$ cat config.mk
export PLATFORM = sky130hd
export DESIGN_NAME = axi_pipeline_compare
export DESIGN_NICKNAME = d
export VERILOG_FILES = /design/src/rtl/axi_pipeline_compare_pkg.sv /design/src/rtl/axi_pipeline_compare_chunk.sv /design/src/rtl/axi_pipeline_compare.sv
export SDC_FILE = /design/constraint.sdc
export NUM_CORES = 1
export LEC_CHECK = 0
export CORE_ASPECT_RATIO = 0.9
export CORE_MARGIN = 2
export CORE_UTILIZATION = 49
export CTS_CLUSTER_DIAMETER = 60
export DETAILED_ROUTE_END_ITERATION = 8
export PLACE_DENSITY = 0.85
export SLEW_MARGIN = 20
export SYNTH_ARGS = -nofsm -noshare
export SYNTH_HDL_FRONTEND = slang
export SYNTH_HIERARCHICAL = 1
export SYNTH_SLANG_ARGS = --single-unit
$ cat constraint.sdc
create_clock -name clk -period 2.2 [get_ports clk]
set_input_delay 0.44 -clock clk [delete_from_list [all_inputs] [get_ports clk]]
set_output_delay 0.44 -clock clk [all_outputs]
set_load 0.005 [all_outputs]
$ cat src/rtl/axi_pipeline_compare_pkg.sv
// Shared definitions for the chunk-pipelined stream comparator:
// compare mode codes and the mode-to-result mapping helper.
package axi_pipeline_compare_pkg;

  localparam int MODE_W = 2;

  typedef enum logic [MODE_W-1:0] {
    CMP_EQ  = 2'd0,
    CMP_NE  = 2'd1,
    CMP_LTU = 2'd2,
    CMP_GEU = 2'd3
  } cmp_mode_e;

  // Map the accumulated equal / less-than flags onto the channel result.
  function automatic logic apply_mode(input logic [MODE_W-1:0] mode,
                                      input logic eq,
                                      input logic lt);
    logic res;
    case (mode)
      CMP_EQ:  res = eq;
      CMP_NE:  res = ~eq;
      CMP_LTU: res = lt;
      CMP_GEU: res = ~lt;
      default: res = eq;
    endcase
    return res;
  endfunction

endpackage

$ cat src/rtl/axi_pipeline_compare_chunk.sv
// One chunk x one channel of the comparator: masks both operands, compares
// the slice and folds the result into the flags carried from lower chunks.
module axi_cmp_chunk
  import axi_pipeline_compare_pkg::*;
#(
  parameter int W = 16
) (
  input  logic [W-1:0] data,
  input  logic [W-1:0] cmp,
  input  logic [W-1:0] mask,
  input  logic         eq_prev,
  input  logic         lt_prev,
  input  logic         first,
  output logic         eq,
  output logic         lt
);

  logic [W-1:0] d_m;
  logic [W-1:0] c_m;
  logic         eq_c;
  logic         lt_c;

  // Chunk compare; higher chunks dominate lt, lower chunk decides on a tie.
  always_comb begin
    d_m  = data & mask;
    c_m  = cmp & mask;
    eq_c = (d_m == c_m);
    lt_c = (d_m < c_m);
    if (first) begin
      eq = eq_c;
      lt = lt_c;
    end else begin
      eq = eq_prev & eq_c;
      lt = lt_c | (eq_c & lt_prev);
    end
  end

endmodule

$ cat src/rtl/axi_pipeline_compare.sv
// Multi-channel chunk-pipelined stream comparator. Each beat is compared
// against NUM_CMP programmable patterns, one CHUNK_SZ slice per stage, and
// leaves with its per-channel results after NUM_CHUNKS cycles. Config is only
// accepted when the pipeline is empty so no beat mixes old and new config.
module axi_pipeline_compare
  import axi_pipeline_compare_pkg::*;
#(
  parameter  int DWIDTH     = 64,
  parameter  int UWIDTH     = 1,
  parameter  int CHUNK_SZ   = 16,
  parameter  int NUM_CMP    = 2,
  localparam int NUM_CHUNKS = DWIDTH / CHUNK_SZ,
  localparam int IDX_W      = (NUM_CMP > 1) ? $clog2(NUM_CMP) : 1
) (
  input  logic                        clk,
  input  logic                        aresetn,
  input  logic                        cfg_valid,
  output logic                        cfg_ready,
  input  logic [NUM_CMP*DWIDTH-1:0]   cfg_cmp,
  input  logic [NUM_CMP*DWIDTH-1:0]   cfg_mask,
  input  logic [NUM_CMP*MODE_W-1:0]   cfg_mode,
  output logic                        s_axi_ready,
  input  logic                        s_axi_valid,
  input  logic [DWIDTH-1:0]           s_axi_data,
  input  logic [UWIDTH-1:0]           s_axi_user,
  input  logic                        m_axi_ready,
  output logic                        m_axi_valid,
  output logic [DWIDTH-1:0]           m_axi_data,
  output logic [UWIDTH-1:0]           m_axi_user,
  output logic [NUM_CMP-1:0]          m_axi_match,
  output logic                        m_axi_any,
  output logic [IDX_W-1:0]            m_axi_idx
);

  // Depth of the carried eq/lt flag registers (the last stage registers the
  // final mode-mapped result instead).
  localparam int FLAG_D = (NUM_CHUNKS > 1) ? NUM_CHUNKS - 1 : 1;

  // Config registers
  logic [NUM_CMP*DWIDTH-1:0] cmp_reg;
  logic [NUM_CMP*DWIDTH-1:0] mask_reg;
  logic [NUM_CMP*MODE_W-1:0] mode_reg;

  // Stage registers
  logic [NUM_CHUNKS-1:0] st_valid;
  logic [DWIDTH-1:0]     st_data [NUM_CHUNKS];
  logic [UWIDTH-1:0]     st_user [NUM_CHUNKS];
  logic [NUM_CMP-1:0]    st_eq   [FLAG_D];
  logic [NUM_CMP-1:0]    st_lt   [FLAG_D];

  // Output result registers
  logic [NUM_CMP-1:0] match_reg;
  logic               any_reg;
  logic [IDX_W-1:0]   idx_reg;

  // Combinational chunk results per stage
  logic [NUM_CMP-1:0] ch_eq [NUM_CHUNKS];
  logic [NUM_CMP-1:0] ch_lt [NUM_CHUNKS];
  logic [NUM_CMP-1:0] fin_match;
  logic [IDX_W-1:0]   fin_idx;

  logic advance;
  logic cfg_take;
  logic in_take;

  assign advance     = m_axi_ready | ~st_valid[NUM_CHUNKS-1];
  assign cfg_ready   = ~(|st_valid);
  assign cfg_take    = cfg_valid & cfg_ready;
  assign s_axi_ready = advance & ~cfg_take;
  assign in_take     = s_axi_valid & s_axi_ready;

  assign m_axi_valid = st_valid[NUM_CHUNKS-1];
  assign m_axi_data  = st_data[NUM_CHUNKS-1];
  assign m_axi_user  = st_user[NUM_CHUNKS-1];
  assign m_axi_match = match_reg;
  assign m_axi_any   = any_reg;
  assign m_axi_idx   = idx_reg;

  generate
    for (genvar i = 0; i < NUM_CHUNKS; i++) begin : g_stage
      localparam bit FIRST = (i == 0);
      logic [CHUNK_SZ-1:0] d_slice;
      logic [NUM_CMP-1:0]  eq_prev;
      logic [NUM_CMP-1:0]  lt_prev;
      logic [NUM_CMP-1:0]  eq_out;
      logic [NUM_CMP-1:0]  lt_out;

      if (i == 0) begin : g_first
        assign d_slice = s_axi_data[i*CHUNK_SZ +: CHUNK_SZ];
        assign eq_prev = {NUM_CMP{1'b0}};
        assign lt_prev = {NUM_CMP{1'b0}};
      end else begin : g_next
        assign d_slice = st_data[i-1][i*CHUNK_SZ +: CHUNK_SZ];
        assign eq_prev = st_eq[i-1];
        assign lt_prev = st_lt[i-1];
      end

      for (genvar k = 0; k < NUM_CMP; k++) begin : g_ch
        axi_cmp_chunk #(.W(CHUNK_SZ)) u_chunk (
          .data    (d_slice),
          .cmp     (cmp_reg[k*DWIDTH + i*CHUNK_SZ +: CHUNK_SZ]),
          .mask    (mask_reg[k*DWIDTH + i*CHUNK_SZ +: CHUNK_SZ]),
          .eq_prev (eq_prev[k]),
          .lt_prev (lt_prev[k]),
          .first   (FIRST),
          .eq      (eq_out[k]),
          .lt      (lt_out[k])
        );
      end

      assign ch_eq[i] = eq_out;
      assign ch_lt[i] = lt_out;
    end
  endgenerate

  // Map the last stage's flags onto per-channel results using each mode.
  always_comb begin
    fin_match = {NUM_CMP{1'b0}};
    for (int k = 0; k < NUM_CMP; k++) begin
      fin_match[k] = apply_mode(mode_reg[k*MODE_W +: MODE_W],
                                ch_eq[NUM_CHUNKS-1][k],
                                ch_lt[NUM_CHUNKS-1][k]);
    end
  end

  // Priority encoder: lowest-numbered matching channel, 0 when none match.
  always_comb begin
    fin_idx = {IDX_W{1'b0}};
    for (int k = NUM_CMP - 1; k >= 0; k--) begin
      fin_idx = fin_match[k] ? IDX_W'(k) : fin_idx;
    end
  end

  // Config capture; only happens while the pipeline is empty.
  always_ff @(posedge clk or negedge aresetn) begin
    if (!aresetn) begin
      cmp_reg  <= {(NUM_CMP*DWIDTH){1'b0}};
      mask_reg <= {(NUM_CMP*DWIDTH){1'b1}};
      mode_reg <= {(NUM_CMP*MODE_W){1'b0}};
    end else if (cfg_take) begin
      cmp_reg  <= cfg_cmp;
      mask_reg <= cfg_mask;
      mode_reg <= cfg_mode;
    end
  end

  // Pipeline shift: every stage moves together on advance; bubbles propagate.
  always_ff @(posedge clk or negedge aresetn) begin
    if (!aresetn) begin
      st_valid  <= {NUM_CHUNKS{1'b0}};
      for (int i = 0; i < NUM_CHUNKS; i++) begin
        st_data[i] <= {DWIDTH{1'b0}};
        st_user[i] <= {UWIDTH{1'b0}};
      end
      for (int i = 0; i < FLAG_D; i++) begin
        st_eq[i] <= {NUM_CMP{1'b0}};
        st_lt[i] <= {NUM_CMP{1'b0}};
      end
      match_reg <= {NUM_CMP{1'b0}};
      any_reg   <= 1'b0;
      idx_reg   <= {IDX_W{1'b0}};
    end else if (advance) begin
      st_valid[0] <= in_take;
      st_data[0]  <= s_axi_data;
      st_user[0]  <= s_axi_user;
      for (int i = 1; i < NUM_CHUNKS; i++) begin
        st_valid[i] <= st_valid[i-1];
        st_data[i]  <= st_data[i-1];
        st_user[i]  <= st_user[i-1];
      end
      for (int i = 0; i < FLAG_D; i++) begin
        st_eq[i] <= ch_eq[i];
        st_lt[i] <= ch_lt[i];
      end
      match_reg <= fin_match;
      any_reg   <= |fin_match;
      idx_reg   <= fin_idx;
    end
  end

endmodule

==> results of run 1 <==
## kinds of logic (layout without fill, tap and decap cells)
family	count (synthesis)	after routing	synth area share
flops	540	540	0.536
fa+ha+maj	128	128	0.0628
other cells	2	20	0.000294
compound gates	114	114	0.0314
simple gates	1175	1175	0.209
buf+inv	155	592	0.0446
xor+xnor	2	2	0.000687
mux	262	262	0.116
## cell usage in the layout (no fill, tap or decap), types with 9 or more instances in the layout
cell type	n
a21oi_1	47
and2_1	124
buf_12	22
buf_4	62
clkbuf_1	21
clkbuf_16	57
clkdlybuf4s50_1	397
clkinv_2	9
conb_1	20
dfrtp_1	412
dfstp_2	128
ha_1	112
ha_4	16
mux2_1	108
mux2_2	152
nand2_1	968
nand3_1	9
nand4_4	16
nor4_4	9
o21a_1	16
## through the flow
step | setup WS, ns | std cells | TNS, ns | hold slack [ns] | cell area [µm²]
2_1_floorplan | 0.132 | 2396 | 0 | 0.144 | 25600
3_3_place_gp | -0.154 | 3408 | -0.361 | 0.341 | 30200
3_5_place_dp | -0.171 | 3408 | -0.619 | 0.345 | 30200
4_1_cts | -0.0544 | 3516 | -0.193 | 0.296 | 32200
5_1_grt | -0.222 | 3521 | -0.803 | 0.325 | 32400
6_report | -0.146 | 3521 | -0.359 | 0.317 | 32400
## path summary, 6_finish.rpt
check,depth (start not counted),end,startpoint
min in group clk,3,st_data[250],s_axi_data[58]
min,2,cmp_reg[76],aresetn
max in group asynchronous,4,mask_reg[29],aresetn
min reg2reg,2,m_axi_data[42],m_axi_data[42]
max,10,m_axi_idx,mask_reg[49]
max reg2reg,10,m_axi_idx,mask_reg[49]
## worst max-delay path: stages, from the launching register on
cell and delay (ns):
dfstp_2 0.55, and2_4 0.15, ha_4 0.19, nor2b_4 0.12, o211ai_1 0.26, a2111oi_4 0.12, o31ai_1 0.26, mux2i_1 0.12
xnor2_1 0.23, buf_4 0.16, o21ai_2 0.06
## timing repair
action,4_1_cts,5_1_grt
cloned,0,0
pin swaps,16,25
resized for setup,29,26
hold endpoints to repair,33,0
endpoints found under the setup margin,7,11
setup buffers,4,6
hold buffers,1,0
## area by class of cell
type / instances / share of cell area
clock buffers: 86 / 0.0498
clock inverters: 19 / 0.00733
multi-input cells: 1701 / 0.343
flip-flops and latches: 540 / 0.421
well taps: 688 / 0.0265
repair buffers: 487 / 0.152
## power groups by stage
stage | clock network (µW) | logic, µW | registers, µW
2_1_floorplan | 0 | 12600 | 17400
3_3_place_gp | 0 | 16500 | 18300
3_5_place_dp | 0 | 17300 | 18600
4_1_cts | 9710 | 17800 | 18500
5_1_grt | 10200 | 20100 | 19100
6_report | 9550 | 18300 | 18600
## routing by layer
layer	wire [µm]	up-vias	global-route usage
met5	24	-	0
met4	2010	4	0.0827
met3	3330	140	0.0398
met2	31100	520	0.400
met1	26600	9127	0.304
li1	-	8576	-
==> metrics, run 1 <==
initial antenna violation count 2; DPL Wire Length 46.0 mm; total of max-cap violations 0; Sequential Power Share 0.400; gpl congestion 0.881; clock share of power 0.206; final setup skew 0.0156 ns; PortBufs 401; cell row count 79; Setup WS post-layout -0.146 ns; Vias per Instance 5.22; CTS root buf clkbuf_16; fmax 0.426 GHz; Leak Pwr 0.0149 µW; Mapped Cells 2,378; largest net degree at the start of global routing 132; Detail Route Antenna Nets 0; yosys warns 6; Final Util 0.629; final setup fails 3; Multi-input gate area 0.0111 mm²; DIE AREA 0.0539 mm²; I/O Pins 402; total grt overflow 0; Comb power frac 0.394; Peak VDD IR 782 µV; R2R setup slack -0.15 ns; GRT Total Usage 0.235; Worst Path Required 2.68 ns; Slew @ Worst Pin 0.598 ns; DRT Pass-1 Iters 5; flops & latches, synth 540; WL per Instance 17.9 µm; count of final hold-check violations 0; status complete, but fails checks; FF/Latch Area 0.0137 mm²; post-layout min period 2.35 ns; drt total wl 63.0 mm; # diodes 0; Worst Path Max Fanout 3; Num CTS Buffers 57; first-pass GRT wire length 101 mm; core region area 0.0516 mm²; Die Width 245 µm; Slew headroom 0.602; Tot Pwr 46,400 µW; TritonCTS clock tree done; via count of the first global-routing pass 19,200; synthesized area 0.0255 mm²; share of the synthesized area in the top cell type 0.404; Die Y-Extent 220 µm; Critical Path AT 2.82 ns; DRC 0; DR vias 18,400; Worst Path Class, Setup flip-flop to flip-flop; Worst Setup Start Kind flip-flop; Internal 30,000 µW; Initial DRC Count 1,042; pwr dens 1430 mW/mm²; later-pin clock latency in the skew report 0.59 ns; Primary FF master, synth dfrtp_1; area grow syn2layout 27.2%; RSZ-0062 raised after global routing yes; Slew Viols, Final 0; cell accounting for the most synthesized area dfrtp_1; CTS H-Tree Depth 2; Worst Hold Class primary input to async pin; flip-flop count of the largest register after layout 144; fraction of layout cells with a size suffix above 1 0.188; Sink Count 540; Final nets 3,245; Yosys cell types 36; failing checks setup timing; Filler Cells Inserted 3,874; most common cell in the netlist nand2_1; Worst setup EP type flip-flop; Synth area leaders dfrtp_1, nand2_1, dfstp_2; switching share of total power 0.354; clock buffer depth 3; Starting Density 0.494; Post-synth ARST share 1.00; Clock Pin Slew Worst Setup and Hold Paths 0.06 ns; Final Cycle Share 1.07; sequential share of the synthesized area 0.536; Post-synth top cells nand2_1, dfrtp_1, mux2_2, and2_1; Synth Area per Inst 10.7 µm²; EDFF count, synth 0; P_sw 16,400 µW
No activity file was read; power rests on OpenSTA's default activity.
==> inputs of run 2 (changes only) <==
--- a/config.mk
+++ b/config.mk
@@ -6,10 +6,11 @@
 export NUM_CORES = 1
 export LEC_CHECK = 0
 export CORE_ASPECT_RATIO = 0.9
-export CORE_MARGIN = 2
+export CORE_MARGIN = 4
 export CORE_UTILIZATION = 49
 export CTS_CLUSTER_DIAMETER = 60
 export DETAILED_ROUTE_END_ITERATION = 8
+export GPL_TIMING_DRIVEN = 0
 export PLACE_DENSITY = 0.85
 export SLEW_MARGIN = 20
 export SYNTH_ARGS = -nofsm -noshare
==> metrics, run 2 (synthesis gave the netlist of run 1 again) <==
Vias per Instance 5.32 (was 5.22); drt total wl 76.2 mm (was 63.0 mm); RSZ-0062 raised after global routing yes (unchanged); crit-path max cell delay 0.43 ns (was 0.55 ns); gpl congestion 0.859 (was 0.881); PortBufs 401 (unchanged); TritonCTS clock tree done (unchanged); Slew headroom 0.562 (was 0.602); Worst setup EP type output port (was flip-flop); via count of the first global-routing pass 20,400 (was 19,200); DPL Wire Length 51.7 mm (was 46.0 mm); DRT Pass-1 Iters 5 (unchanged); Final Cycle Share 1.13 (was 1.07); Detail Route Antenna Nets 0 (unchanged); Starting Density 0.494 (unchanged); Filler Cells Inserted 3,649 (was 3,874); Post-Place Cell Area 0.0306 mm² (was 0.0302 mm²); Setup WS post-layout -0.284 ns (was -0.146 ns); Peak VDD IR 732 µV (was 782 µV); largest net degree at the start of global routing 107 (was 132); status complete, but fails checks (unchanged); I/O Pins 402 (unchanged); fraction of layout cells with a size suffix above 1 0.236 (was 0.188); post-layout min period 2.48 ns (was 2.35 ns); final setup skew 0.0184 ns (was 0.0156 ns); Final Util 0.664 (was 0.629); total of max-cap violations 0 (unchanged); initial antenna violation count 3 (was 2); most frequent cells in the layout nand2_1, dfrtp_1, clkdlybuf4s50_1 (unchanged); commonest non-fill, non-tap cell in the layout nand2_1 (unchanged); Slew Viols, Final 0 (unchanged); WL per Instance 21.0 µm (was 17.9 µm); GRT Total Usage 0.255 (was 0.235); Initial DRC Count 1,299 (was 1,042); CTS H-Tree Depth 2 (unchanged); total grt overflow 0 (unchanged); post-place setup slack -0.935 ns (was -0.171 ns); Die Width 249 µm (was 245 µm); failing checks setup timing (unchanged); area grow syn2layout 34.2% (was 27.2%); Worst Hold Class primary input to flip-flop (was primary input to async pin); Worst Path Required 1.76 ns (was 2.68 ns); DRC 0 (unchanged); count of final hold-check violations 0 (unchanged); Slowest cell on crit path dfrtp_2 (was dfstp_2); DIE AREA 0.0558 mm² (was 0.0539 mm²); Final nets 3,353 (was 3,245); Fin Setup TNS -7.53 ns (was -0.359 ns); fmax 0.403 GHz (was 0.426 GHz); clock buffer depth 3 (unchanged); first-pass GRT wire length 113 mm (was 101 mm); Worst Path Max Fanout 3 (unchanged); Worst Path Class, Setup flip-flop to output port (was flip-flop to flip-flop); Die Y-Extent 224 µm (was 220 µm); Worst Setup Start Kind flip-flop (unchanged); Slew @ Worst Pin 0.657 ns (was 0.598 ns); flip-flop count of the largest register after layout 144 (unchanged); CTS root buf clkbuf_16 (unchanged); Clock Pin Slew Worst Setup and Hold Paths 0.06 ns (about the same); crit path cell chain nor4_4 -> and2_4 -> buf_16 -> buf_12 -> nor2_4 -> buf_6 (was and2_4 -> ha_4 -> nor2b_4 -> o211ai_1 -> a2111oi_4 -> o31ai_1 -> mux2i_1 -> xnor2_1 -> buf_4 -> o21ai_2); cell row count 79 (unchanged); DR vias 19,300 (was 18,400); final setup fails 192 (was 3); Critical Path AT 2.04 ns (was 2.82 ns); later-pin clock latency in the skew report 0.61 ns (was 0.59 ns); Sink Count 540 (unchanged); core region area 0.0516 mm² (unchanged); pwr dens 1480 mW/mm² (was 1430 mW/mm²); final instance area 0.0342 mm² (was 0.0324 mm²); Leak Pwr 0.0157 µW (was 0.0149 µW); Num CTS Buffers 57 (unchanged)
[run 2: cell count changes in the layout (fill, tap and decap cells not counted), moves of 7 or more]
| cell | before | now |
|---|---|---|
| mux2_2 | 152 | 140 |
| buf_8 | 1 | 8 |
| buf_4 | 62 | 76 |
| mux2_1 | 108 | 40 |
| clkbuf_1 | 21 | 53 |
| buf_16 | 0 | 8 |
| clkbuf_16 | 57 | 74 |
| mux2_4 | 0 | 80 |
[run 2: area by class of cell]
| cell class | count | area, µm² | area share |
|---|---|---|---|
| buffer | 153 | 1270 | 0.0370 |
| sequential | 540 | 13700 | 0.399 |
| tap | 688 | 861 | 0.0251 |
| clock inverter | 32 | 445 | 0.0130 |
| antenna | 1 | 2.50 | 0.0000731 |
| multi-input combinational | 1701 | 11500 | 0.337 |
| timing repair buffer | 442 | 4790 | 0.140 |
| clock buffer | 76 | 1670 | 0.0488 |
[run 2: per-layer routing]
layer,vias up,share of wire,global-route usage,wire length (µm)
met3,167,0.066,0.0586,5030
met1,9645,0.40,0.317,30500
li1,8808,-,-,-
met2,704,0.50,0.444,38300
met5,-,0.00035,0,27
met4,4,0.031,0.0847,2340
[run 2: what timing repair did]
| item | 4_1_cts | 5_1_grt |
|---|---|---|
| endpoints found under the setup margin | 492 | 491 |
| endpoints found under the hold margin | 40 | 0 |
| gates cloned | 0 | 16 |
| buffers inserted | 6 | 12 |
| gates resized for setup | 75 | 132 |
| pin swaps | 32 | 9 |
| hold buffers | 2 | 0 |
[run 2: stage by stage]
| step | hold WS, ns | power (µW) | instances |
|---|---|---|---|
| after global routing | 0.356 | 53600 | 3633 |
| after floorplan | 0.144 | 30000 | 2396 |
| after detailed placement | 0.453 | 36800 | 3490 |
| final | 0.369 | 50700 | 3633 |
| after global placement | 0.449 | 35800 | 3485 |
| after CTS | 0.327 | 48800 | 3605 |
[run 2: final timing paths]
kind	cells past startpoint	start	end	slack, ns
setup reg to reg	10	mask_reg[113]	m_axi_idx	-0.16
setup / recovery	6	st_valid[3]	s_axi_ready	-0.28
hold / removal	3	s_axi_data[62]	st_data[254]	0.37
min in group asynchronous	2	aresetn	mask_reg[12]	0.58
max in group asynchronous	5	aresetn	st_valid[3]	0.13
hold reg to reg	2	st_data[184]	g_stage[3].d_slice[8]	0.47
[run 2: where the power goes]
part,leakage (µW),switching [µW],internal (µW)
clock network,0.00104,4180,6530
logic,0.00830,10700,10600
registers,0.00636,3290,15400
total,0.0157,18100,32600
[run 2: worst max-delay path, delay by kind of cell (launching register included)]
family / cells / cell delay (ns)
buffers and inverters: 3 / 0.33
flip-flops: 1 / 0.43
AND/OR/NAND/NOR: 3 / 0.69
